**src/rtl/fp_one_input_arbiter_pkg.sv**
```systemverilog
// Shared types and helpers for the fp_one_input request arbiter.
// Holds the sequencer state encoding and the index-width helper for the grant pointer.
package fp_one_input_arbiter_pkg;

    typedef enum logic [0:0] {
        ST_IDLE = 1'b0,
        ST_WAIT = 1'b1
    } arb_state_e;

    localparam int NCLIENT_MAX = 8;

    function automatic int clog2_f(input int v);
        int r;
        r = 0;
        for (int i = 0; i < 31; i++) begin
            if ((32'd1 << i) < v) begin
                r = i + 1;
            end else begin
                r = r;
            end
        end
        return r;
    endfunction

    // A single client still needs a one-bit pointer.
    function automatic int idx_width(input int n);
        return (clog2_f(n) > 1) ? clog2_f(n) : 1;
    endfunction

endpackage

```
**src/rtl/fp_one_input_arbiter_rr.sv**
```systemverilog
// Combinational rotating-priority select: the first requester after 'last',
// wrapping from N-1 back to 0, wins.
module fp_one_input_arbiter_rr
    import fp_one_input_arbiter_pkg::*;
#(
    parameter int N  = 4,
    parameter int GW = 2
) (
    input  logic [N-1:0]  req,
    input  logic [GW-1:0] last,
    output logic [N-1:0]  gnt,
    output logic [GW-1:0] gnt_idx,
    output logic          any
);

    // Walk the clients in priority order; the first hit latches and masks later ones.
    always_comb begin
        int          c;
        logic [GW-1:0] c_s;
        logic        hit_s;
        gnt     = {N{1'b0}};
        gnt_idx = {GW{1'b0}};
        any     = 1'b0;
        c       = 0;
        c_s     = {GW{1'b0}};
        hit_s   = 1'b0;
        for (int k = 1; k <= N; k++) begin
            c        = int'(last) + k;
            c        = (c >= N) ? (c - N) : c;
            c_s      = GW'(c);
            hit_s    = ~any & req[c_s];
            gnt[c_s] = gnt[c_s] | hit_s;
            gnt_idx  = hit_s ? c_s : gnt_idx;
            any      = any | hit_s;
        end
    end

endmodule

```
**src/rtl/fp_one_input_arbiter.sv**
```systemverilog
// Shares one single-operand float core among NCLIENT requesters: latches each
// client's operand, issues jobs one at a time in round-robin order, returns results.
module fp_one_input_arbiter
    import fp_one_input_arbiter_pkg::*;
#(
    parameter int NCLIENT = 4,
    parameter int DW      = 64
) (
    input  logic                  clk,
    input  logic                  reset,
    input  logic [NCLIENT-1:0]    req_start,
    input  logic [NCLIENT*DW-1:0] req_a,
    output logic [NCLIENT-1:0]    req_busy,
    output logic [NCLIENT-1:0]    req_done,
    output logic [DW-1:0]         req_result,
    output logic [NCLIENT-1:0]    err_overrun,
    output logic                  fp_start,
    output logic [DW-1:0]         fp_a,
    input  logic                  fp_done,
    input  logic [DW-1:0]         fp_result
);

    localparam int GW = idx_width(NCLIENT);
    localparam logic [GW-1:0] LAST_RST = GW'(NCLIENT - 1);

    arb_state_e           state_r;
    arb_state_e           state_nx_s;
    logic [NCLIENT-1:0]   pending_r;
    logic [DW-1:0]        opnd_r [NCLIENT];
    logic [NCLIENT-1:0]   err_overrun_r;
    logic [GW-1:0]        grant_r;
    logic [NCLIENT-1:0]   grant_oh_r;
    logic [GW-1:0]        last_r;
    logic                 fp_start_r;
    logic [DW-1:0]        fp_a_r;
    logic [NCLIENT-1:0]   req_done_r;
    logic [DW-1:0]        req_result_r;

    logic [NCLIENT-1:0]   sel_oh_s;
    logic [GW-1:0]        sel_idx_s;
    logic                 sel_any_s;
    logic                 issue_s;
    logic                 finish_s;

    // Arbitration only looks at already-latched requests, never at this cycle's starts.
    fp_one_input_arbiter_rr #(
        .N  (NCLIENT),
        .GW (GW)
    ) u_rr (
        .req     (pending_r),
        .last    (last_r),
        .gnt     (sel_oh_s),
        .gnt_idx (sel_idx_s),
        .any     (sel_any_s)
    );

    // Next-state and job issue/finish decode.
    always_comb begin
        state_nx_s = state_r;
        issue_s    = 1'b0;
        finish_s   = 1'b0;
        case (state_r)
            ST_IDLE: begin
                if (sel_any_s) begin
                    issue_s    = 1'b1;
                    state_nx_s = ST_WAIT;
                end else begin
                    state_nx_s = ST_IDLE;
                end
            end
            ST_WAIT: begin
                if (fp_done) begin
                    finish_s   = 1'b1;
                    state_nx_s = ST_IDLE;
                end else begin
                    state_nx_s = ST_WAIT;
                end
            end
            default: begin
                state_nx_s = ST_IDLE;
            end
        endcase
    end

    // Sequencer state register.
    always_ff @(posedge clk) begin
        if (reset) begin
            state_r <= ST_IDLE;
        end else begin
            state_r <= state_nx_s;
        end
    end

    // Downstream issue and result return.
    always_ff @(posedge clk) begin
        if (reset) begin
            fp_start_r   <= 1'b0;
            fp_a_r       <= {DW{1'b0}};
            grant_r      <= {GW{1'b0}};
            grant_oh_r   <= {NCLIENT{1'b0}};
            last_r       <= LAST_RST;
            req_done_r   <= {NCLIENT{1'b0}};
            req_result_r <= {DW{1'b0}};
        end else begin
            fp_start_r <= issue_s;
            req_done_r <= finish_s ? grant_oh_r : {NCLIENT{1'b0}};
            if (issue_s) begin
                fp_a_r     <= opnd_r[sel_idx_s];
                grant_r    <= sel_idx_s;
                grant_oh_r <= sel_oh_s;
            end else begin
                fp_a_r <= fp_a_r;
            end
            if (finish_s) begin
                req_result_r <= fp_result;
                last_r       <= grant_r;
            end else begin
                req_result_r <= req_result_r;
            end
        end
    end

    // Per-client capture; a start while still busy is dropped and flagged.
    always_ff @(posedge clk) begin
        if (reset) begin
            pending_r     <= {NCLIENT{1'b0}};
            err_overrun_r <= {NCLIENT{1'b0}};
            for (int i = 0; i < NCLIENT; i++) begin
                opnd_r[i] <= {DW{1'b0}};
            end
        end else begin
            for (int i = 0; i < NCLIENT; i++) begin
                if (req_start[i] && !pending_r[i]) begin
                    pending_r[i] <= 1'b1;
                    opnd_r[i]    <= req_a[i*DW +: DW];
                end else if (finish_s && grant_oh_r[i]) begin
                    pending_r[i] <= 1'b0;
                end else begin
                    pending_r[i] <= pending_r[i];
                end
                if (req_start[i] && pending_r[i]) begin
                    err_overrun_r[i] <= 1'b1;
                end else begin
                    err_overrun_r[i] <= err_overrun_r[i];
                end
            end
        end
    end

    assign req_busy    = pending_r;
    assign req_done    = req_done_r;
    assign req_result  = req_result_r;
    assign err_overrun = err_overrun_r;
    assign fp_start    = fp_start_r;
    assign fp_a        = fp_a_r;

endmodule
```
**config.mk**
```make
export PLATFORM = sky130hd
export DESIGN_NAME = fp_one_input_arbiter
export DESIGN_NICKNAME = d
export VERILOG_FILES = /design/src/rtl/fp_one_input_arbiter_pkg.sv /design/src/rtl/fp_one_input_arbiter_rr.sv /design/src/rtl/fp_one_input_arbiter.sv
export SDC_FILE = /design/constraint.sdc
export NUM_CORES = 1
export LEC_CHECK = 0
export ABC_AREA = 0
export CAP_MARGIN = 30
export CORE_ASPECT_RATIO = 1.4
export CORE_UTILIZATION = 40
export DETAILED_ROUTE_END_ITERATION = 7
export PLACE_DENSITY = 0.7
export SYNTH_ARGS = -nofsm -noshare
export SYNTH_HDL_FRONTEND = slang
export SYNTH_SLANG_ARGS = --single-unit
```
**constraint.sdc**
```tcl
create_clock -name clk -period 6.5 [get_ports clk]
set_clock_uncertainty 0.2 [all_clocks]
set_input_delay 1.3 -clock clk [delete_from_list [all_inputs] [get_ports clk]]
set_output_delay 1.3 -clock clk [all_outputs]
set_load 0.05 [all_outputs]
```
==> out/metrics.sh, run 1 <==
PWR-SHARE-SEQ=0.426
HPWL_UM=34100
TIMING.FINAL.SETUP_VIOLATIONS=0
CLK_PIN_SLEW_WORST_PATHS_PS=70
DIE-AREA_SQ_MM=0.0430
CP.BUFFERS_INVERTERS=2
TIMING.CRITICAL_PATH.SLOWEST_STAGE_CELL='sky130_fd_sc_hd__and2_2'
SETUP_TOTAL_NEGATIVE_SLACK_PS=0
DETAIL_ROUTE.FIRST_PASS.ITERATIONS=5
SYN_NETS=1688
YOSYSUNIQUECELLTYPES=49
POST_CTS_HOLD_BUFFER_COUNT=0
IOPINCOUNT=468
DETAIL_ROUTE.WIRELENGTH_UM=51600
FINAL-HOLD-VIOLATION-COUNT=0
CTS_RESIZED=0
ROUTE.DETAILED.DRC=0
CTS_BUFFERS=40
DETAIL_ROUTE.ITER0.VIOLATIONS=678
FINALWEIGHTEDCONGESTION=0.837
PLACED_CELLS=2278
FINAL_CELL_COUNT_NO_FILL=2364
YS_ASYNC_SR_FRACTION=0
POWER.INTERNAL_mW=5.14
H_TREE_DEPTH_REPORTED_BY_CTS=2
CP_TOP_FAMILY='simple AND/OR/NAND/NOR gates'
PLACE_WORST_SETUP_SLACK_PS=1900
LAYOUT_WORST_PATH_CYCLE_SHARE=0.650
WORST_HOLD_PATH_TYPE='flip-flop to flip-flop'
DRIVE_GT1_FRAC=0.100
GRT_PASS1_VIAS=12800
CRIT_CHAIN='inv_1, ha_1, mux4_2, or3_4, o22ai_4, buf_4, and2_2, a22oi_1, o22ai_1'
POSTPLACECELLAREA_SQ_MM=0.0220
POWER.DENSITY_CELL_AREA_mW_PER_MM2=319
GRT_START_MAX_NET_PINS=77
STATUS='completed'
CRITICAL_PATH.STARTPOINT_TYPE='flip-flop'
YOSYS_WARNINGS=0
DR_TOTAL_VIAS=12400
NETSWITCHINGPOWER_mW=2.31
CORE_REGION_AREA_SQ_MM=0.0414
MOSTFREQUENTLAYOUTCELLS='sky130_fd_sc_hd__clkdlybuf4s50_1 (466), sky130_fd_sc_hd__and2_1 (257), sky130_fd_sc_hd__edfxtp_1 (256), sky130_fd_sc_hd__nand2_1 (204), sky130_fd_sc_hd__dfxtp_1 (150)'
SYNTH-EDFF-COUNT=256
GRT_USE_TOTAL=0.234
LAYOUT-AREA-OVERHEAD-VS-SYNTH_PCT=38.5
AVGSYNTHCELLAREA_SQ_UM=12.4
DIE_X_UM=176
FINAL_MAX_SLEW_VIOL_COUNT=0
SLEW_AT_THE_PIN_CLOSEST_TO_ITS_MAX_SLEW_LIMIT_PS=968
MAX-SLEW-MARGIN-REL=0.355
WORST_SETUP_PATH_CATEGORY='flip-flop to flip-flop'
ROW_CNT=88
POST-ROUTE-WORST-SETUP-SLACK_PS=2280
CTS_TREE='built'
POSTROUTEANTENNANETS=0
GRT.OVERFLOW.TOTAL=0
FILLERS=3454
CELL_ACCOUNTING_FOR_THE_MOST_SYNTHESIZED_AREA='sky130_fd_sc_hd__edfxtp_1'
POST_SYNTHESIS_REGISTER_BIT_COUNT=406
CHIPHEIGHT_UM=245
CLOCK_INSERTION_DELAY_WORST_SKEW_PS=560
SYNTH_LARGEST_TYPE_AREA_FRACTION=0.455
SYN-INSTANCE-COUNT=1357
P_LEAK_nW=8.70
CRIT_PATH_MAX_FANOUT=32
SHARE_COMB_OF_TOTAL_POWER=0.265
POWER_FRAC_CLOCK=0.309
CP_DATA_REQUIRED_TIME_PS=6740
FINAL_ROUTED_WIRE_LENGTH_DIVIDED_BY_CELL_COUNT_UM=21.8
SEQ_AREA_FRAC_SYNTH=0.633
SLOWEST_DELAY_PS=850
WORST_SETUP_PATH_END_KIND='flip-flop'
SYNTH_FLOP_CELL='sky130_fd_sc_hd__edfxtp_1'
PEAKVDDDROP_uV=186
CLOCK_TREE.ROOT_CELL='sky130_fd_sc_hd__clkbuf_16'
MAX_CAP_VIOL_COUNT=0
VIAS_PER_CELL=5.23
TRITONCTS_NUM_SINKS=406
POST-ROUTE-CELL-AREA_SQ_MM=0.0234
P_SW_FRAC=0.311
GRT_ANTENNA_BEFORE_REPAIR=12
SYNTH.TOP_CELLS.BY_AREA='sky130_fd_sc_hd__edfxtp_1 (46%), sky130_fd_sc_hd__dfxtp_1 (18%), sky130_fd_sc_hd__and2_1 (9.6%)'
DESIGN.FINAL.NETS=2112
MAXIMUM_CLOCK_FREQUENCY_MHz=237
POST_CTS_BUFFERS=0
GRT_PASS1_WL_UM=75400
FIN_TOTAL_PWR_mW=7.45
UNREPAIRED_SETUP_ENDPOINTS_AFTER_GLOBAL_ROUTING='no'
LAYOUT_COMMONEST_CELL='sky130_fd_sc_hd__clkdlybuf4s50_1'
PORT_BUFFERS=467
SYN-CELL-AREA_SQ_MM=0.0169
CRITICAL_PATH_ARRIVAL_PS=4470
POST-ROUTE-MIN-PERIOD_PS=4220
CTS.PATH.MAX_BUFFERS=3
START_UTIL=0.408
==> cells in the mapped netlist, types with 3 or more instances <==
cell type and count:
sky130_fd_sc_hd__nand2_1 209, sky130_fd_sc_hd__a31o_2 5, sky130_fd_sc_hd__buf_4 8, sky130_fd_sc_hd__a21oi_1 104, sky130_fd_sc_hd__edfxtp_1 256, sky130_fd_sc_hd__and3_1 4
sky130_fd_sc_hd__ha_1 4, sky130_fd_sc_hd__mux4_2 27, sky130_fd_sc_hd__clkbuf_1 74, sky130_fd_sc_hd__o22ai_1 34, sky130_fd_sc_hd__inv_1 8, sky130_fd_sc_hd__nand2b_1 7
sky130_fd_sc_hd__mux2i_1 37, sky130_fd_sc_hd__a221oi_1 3, sky130_fd_sc_hd__dfxtp_1 150, sky130_fd_sc_hd__a21oi_2 10, sky130_fd_sc_hd__nor2_1 19, sky130_fd_sc_hd__buf_2 18
sky130_fd_sc_hd__mux4_1 10, sky130_fd_sc_hd__mux2_2 34, sky130_fd_sc_hd__and2_1 258, sky130_fd_sc_hd__o21ai_0 7, sky130_fd_sc_hd__o211ai_1 3, sky130_fd_sc_hd__a22oi_1 31
==> worst reg2reg max path, delay by kind of cell (launching register included) <==
family / cells / cell delay, ps
AND/OR/NAND/NOR: 2 / 1300
flip-flops: 1 / 600
buffers and inverters: 2 / 580
AO/OA/AOI/OAI: 3 / 520
multiplexers: 1 / 480
adder cells (fa/ha/maj): 1 / 440
==> power groups by stage <==
stage	logic, mW	clock network (mW)	registers [mW]
finish	1.97	2.30	3.18
CTS	1.98	2.33	3.18
global placement	1.94	0	3.22
floorplan	0.904	0	3.57
global route	2.08	2.43	3.20
detailed placement	1.98	0	3.23
==> cells by family (layout without fill, tap and decap cells) <==
kind of cell    after synthesis  count (layout)  share of synthesized area
compound gates              212             212                     0.0783
fa+ha+maj                     4               4                    0.00297
buf+inv                     112             567                     0.0311
flops                       406             406                      0.633
mux                         108             108                     0.0962
other cells                   0              12                          0
simple gates                515             515                      0.158
==> path summary, 6_finish.rpt <==
check                                                 start                     endpoint  slack [ps]  depth (start not counted)
worst max-delay path                 last_r[1]$_SDFFE_PP1P_        fp_a[38]$_SDFFE_PP0P_        2280                          9
worst min-delay path            req_result[16]$_SDFFE_PP0P_  req_result[16]$_SDFFE_PP0P_         250                          2
worst max register to register       last_r[1]$_SDFFE_PP1P_        fp_a[38]$_SDFFE_PP0P_        2280                          9
worst min register to register  req_result[16]$_SDFFE_PP0P_  req_result[16]$_SDFFE_PP0P_         250                          2
==> metrics by stage <==
stage,utilization,hold slack [ps]
2_1_floorplan,-,255
3_3_place_gp,0.530,241
3_5_place_dp,0.531,246
4_1_cts,0.563,255
5_1_grt,0.565,268
6_report,0.565,252
==> sequential cells by signal, summed over array words and instances (netlist names) <==
signal and cells:
req_done 4, req_busy 4, grant_r 2, grant_oh_r 4, err_overrun 4, opnd_r 256
fp_a 64, last_r 2, fp_start 1, req_result 64, state_r 1
==> routing by layer <==
metal	GRT usage	wire length, um	vias to the layer above
li1	-	-	5664
met1	0.260	19000	6007
met2	0.433	27200	581
met3	0.0362	3380	110
met4	0.110	2050	0
met5	0	0	-
==> layout make-up <==
cell class                      count  area [sq um]  area share
Clock inverter                     18           138     0.00589
Timing Repair Buffer              486          4880       0.209
Tap cell                          540           676      0.0289
Multi-Input combinational cell    839          5750       0.246
Antenna cell                       12          30.0     0.00128
Clock buffer                       55          1180      0.0504
Inverter                            8          30.0     0.00128
Sequential cell                   406         10700       0.457
Note: power is estimated with default switching activity, not from simulation.
==> inputs of run 2 (changes only) <==
--- a/config.mk
+++ b/config.mk
@@ -10,7 +10,7 @@
 export CORE_ASPECT_RATIO = 1.4
 export CORE_UTILIZATION = 40
 export DETAILED_ROUTE_END_ITERATION = 7
-export PLACE_DENSITY = 0.7
+export PLACE_DENSITY = 0.72
 export SYNTH_ARGS = -nofsm -noshare
 export SYNTH_HDL_FRONTEND = slang
 export SYNTH_SLANG_ARGS = --single-unit
==> constraint.sdc (replaced) <==
create_clock -name clk -period 3.55 [get_ports clk]
set_clock_uncertainty 0.2 [all_clocks]
set_input_delay 0.71 -clock clk [delete_from_list [all_inputs] [get_ports clk]]
set_output_delay 0.71 -clock clk [all_outputs]
set_load 0.05 [all_outputs]
==> run 2 against run 1 <==
  * Maximum frequency up 29%
  * Combinational power up 92%
  * Sequential share of layout area down 0.36 points
  * Non-clock buffer count up 23
  * Count of clock-buffer cells in the layout down 7
  * Global-route usage down 0.15 points
  * Clock power up 76%
  * Worst hold slack better by 0.80 ps
  * Worst setup slack worse by 2000 ps
  * Total power up 83%
  * Utilization up 0.45 points
  * Critical path type unchanged
  * Critical endpoint is now fp_a[47]$_SDFFE_PP0P_
  * Largest cell class unchanged
  * Largest power group unchanged
==> out/metrics.sh, run 2 (same netlist as run 1, synthesis figures left out) <==
HPWL_UM=34300
SETUP_TOTAL_NEGATIVE_SLACK_PS=0
FINAL_MAX_SLEW_VIOL_COUNT=0
CP_TOP_FAMILY='multiplexers'
P_LEAK_nW=8.80
PORT_BUFFERS=467
ROUTE.DETAILED.DRC=0
TIMING.CRITICAL_PATH.SLOWEST_STAGE_CELL='sky130_fd_sc_hd__mux4_2'
FINAL_ROUTED_WIRE_LENGTH_DIVIDED_BY_CELL_COUNT_UM=21.4
IOPINCOUNT=468
DIE-AREA_SQ_MM=0.0430
GRT_USE_TOTAL=0.233
MAXIMUM_CLOCK_FREQUENCY_MHz=306
MET3WIRELENGTH_UM=3510
POSTLAYOUTCOREUTIL=0.569
CHIPHEIGHT_UM=245
TOP_REGISTER='opnd_r'
POST-ROUTE-CELL-AREA_SQ_MM=0.0236
GRT.OVERFLOW.TOTAL=0
MET1WIRELENGTH_UM=18300
MET2ROUTEDLENGTH_UM=27000
FINALHOLDWORSTSLACK_PS=253
CP.BUFFERS_INVERTERS=2
DETAIL_ROUTE.WIRELENGTH_UM=50900
WORST_SETUP_PATH_END_KIND='flip-flop'
TRITONCTS_NUM_SINKS=406
CRITICAL_PATH.STARTPOINT_TYPE='flip-flop'
MAX_CAP_VIOL_COUNT=0
DRIVE_GT1_FRAC=0.108
FINALWEIGHTEDCONGESTION=0.874
WORST_SETUP_PATH_CATEGORY='flip-flop to flip-flop'
CTS_RESIZED=0
CRIT_PATH_MAX_FANOUT=25
PEAKVDDDROP_uV=288
LARGEST_REG_FLOPS=256
GRT_PASS1_WL_UM=75100
CTS_TREE='built'
STATUS='completed'
WORST_HOLD_PATH_TYPE='flip-flop to flip-flop'
POSTROUTEANTENNANETS=0
TIMING.FINAL.SETUP_VIOLATIONS=0
CRIT_CHAIN='buf_4, mux4_2, or3_4, o22ai_4, buf_4, mux4_1, nand2_1, a21oi_1'
POSTPLACECELLAREA_SQ_MM=0.0223
TOPROUTINGLAYERUSED='met4'
POST_CTS_HOLD_BUFFER_COUNT=0
CTS.PATH.MAX_BUFFERS=3
CTS_BUFFERS=38
GRT_PASS1_VIAS=12800
POST_CTS_BUFFERS=0
CELL_REPEATED_MOST_ALONG_THE_WORST_PATH='sky130_fd_sc_hd__buf_4'
CORE_REGION_AREA_SQ_MM=0.0414
DR_TOTAL_VIAS=12400
CP_DATA_REQUIRED_TIME_PS=3730
DIE_X_UM=176
H_TREE_DEPTH_REPORTED_BY_CTS=2
POWER.DENSITY_CELL_AREA_mW_PER_MM2=577
MAX-SLEW-MARGIN-REL=0.388
CRITICAL_PATH_ARRIVAL_PS=3450
DETAIL_ROUTE.FIRST_PASS.ITERATIONS=5
LAYOUT_WORST_PATH_CYCLE_SHARE=0.919
LAYOUT_COMMONEST_CELL='sky130_fd_sc_hd__clkdlybuf4s50_1'
DESIGN.FINAL.NETS=2133
ROW_CNT=88
DETAIL_ROUTE.ITER0.VIOLATIONS=637
GRT_START_MAX_NET_PINS=66
GRT_ANTENNA_BEFORE_REPAIR=12
CLK_PIN_SLEW_WORST_PATHS_PS=70
VIAS_PER_CELL=5.19
POST-ROUTE-MIN-PERIOD_PS=3260
CLOCK_INSERTION_DELAY_WORST_SKEW_PS=530
UNREPAIRED_SETUP_ENDPOINTS_AFTER_GLOBAL_ROUTING='no'
FINAL-HOLD-VIOLATION-COUNT=0
START_UTIL=0.408
SLOWEST_DELAY_PS=650
LAYOUT-AREA-OVERHEAD-VS-SYNTH_PCT=39.6
CLOCK_TREE.ROOT_CELL='sky130_fd_sc_hd__clkbuf_16'
SLEW_AT_THE_PIN_CLOSEST_TO_ITS_MAX_SLEW_LIMIT_PS=909
MOSTFREQUENTLAYOUTCELLS='sky130_fd_sc_hd__clkdlybuf4s50_1 (466), sky130_fd_sc_hd__and2_1 (257), sky130_fd_sc_hd__edfxtp_1 (256), sky130_fd_sc_hd__nand2_1 (204), sky130_fd_sc_hd__dfxtp_1 (150)'
[run 2: per-layer routing]
layer  GRT usage  vias to the layer above
met3      0.0347                      111
met2       0.430                      598
met5           0                        -
met1       0.260                     5958
li1            -                     5700
met4       0.108                        0
[run 2: area by class of cell]
class                           count  area (sq um)
Antenna cell                       12          30.0
Inverter                            8          30.0
Clock buffer                       48          1040
Timing Repair Buffer              509          5150
Multi-Input combinational cell    839          5760
Clock inverter                     20           184
Sequential cell                   406         10700
Fill cell                        3395         17800
Tap cell                          540           676
[run 2: stage by stage]
stage	setup WS, ps	power (mW)	instances
2_1_floorplan	36.7	8.19	1357
3_3_place_gp	370	9.59	2301
3_5_place_dp	293	9.67	2302
4_1_cts	269	13.7	2370
5_1_grt	50.5	14.1	2382
6_report	287	13.6	2382
[run 2: power breakdown]
part,leakage [nW],switching (mW),internal [mW],total [mW]
combinational,4.20,2.17,1.60,3.78
clock,0.607,1.74,2.30,4.05
sequential,3.99,0.232,5.55,5.79
[run 2: worst reg2reg max path: stages, from the launching register on]
cell                      delay, ps
sky130_fd_sc_hd__dfxtp_1        330
sky130_fd_sc_hd__buf_4          300
sky130_fd_sc_hd__mux4_2         650
sky130_fd_sc_hd__or3_4          440
sky130_fd_sc_hd__o22ai_4        150
sky130_fd_sc_hd__buf_4          300
sky130_fd_sc_hd__mux4_1         590
sky130_fd_sc_hd__nand2_1         90
sky130_fd_sc_hd__a21oi_1         70
[run 2: path summary, 6_finish.rpt]
kind	from	to	slack [ps]	cells after the start
max	last_r[0]$_SDFFE_PP1P_	fp_a[47]$_SDFFE_PP0P_	290	8
min	req_result[36]$_SDFFE_PP0P_	req_result[36]$_SDFFE_PP0P_	250	2
max reg2reg	last_r[0]$_SDFFE_PP1P_	fp_a[47]$_SDFFE_PP0P_	290	8
min reg2reg	req_result[36]$_SDFFE_PP0P_	req_result[36]$_SDFFE_PP0P_	250	2
==> inputs of run 3 (changes only) <==
--- a/config.mk
+++ b/config.mk
@@ -10,6 +10,7 @@
 export CORE_ASPECT_RATIO = 1.4
 export CORE_UTILIZATION = 40
 export DETAILED_ROUTE_END_ITERATION = 7
+export GPL_ROUTABILITY_DRIVEN = 0
 export PLACE_DENSITY = 0.72
 export SYNTH_ARGS = -nofsm -noshare
 export SYNTH_HDL_FRONTEND = slang
==> results of run 3 <==
The final DEF is identical to that of run 2; final timing and power are the same.
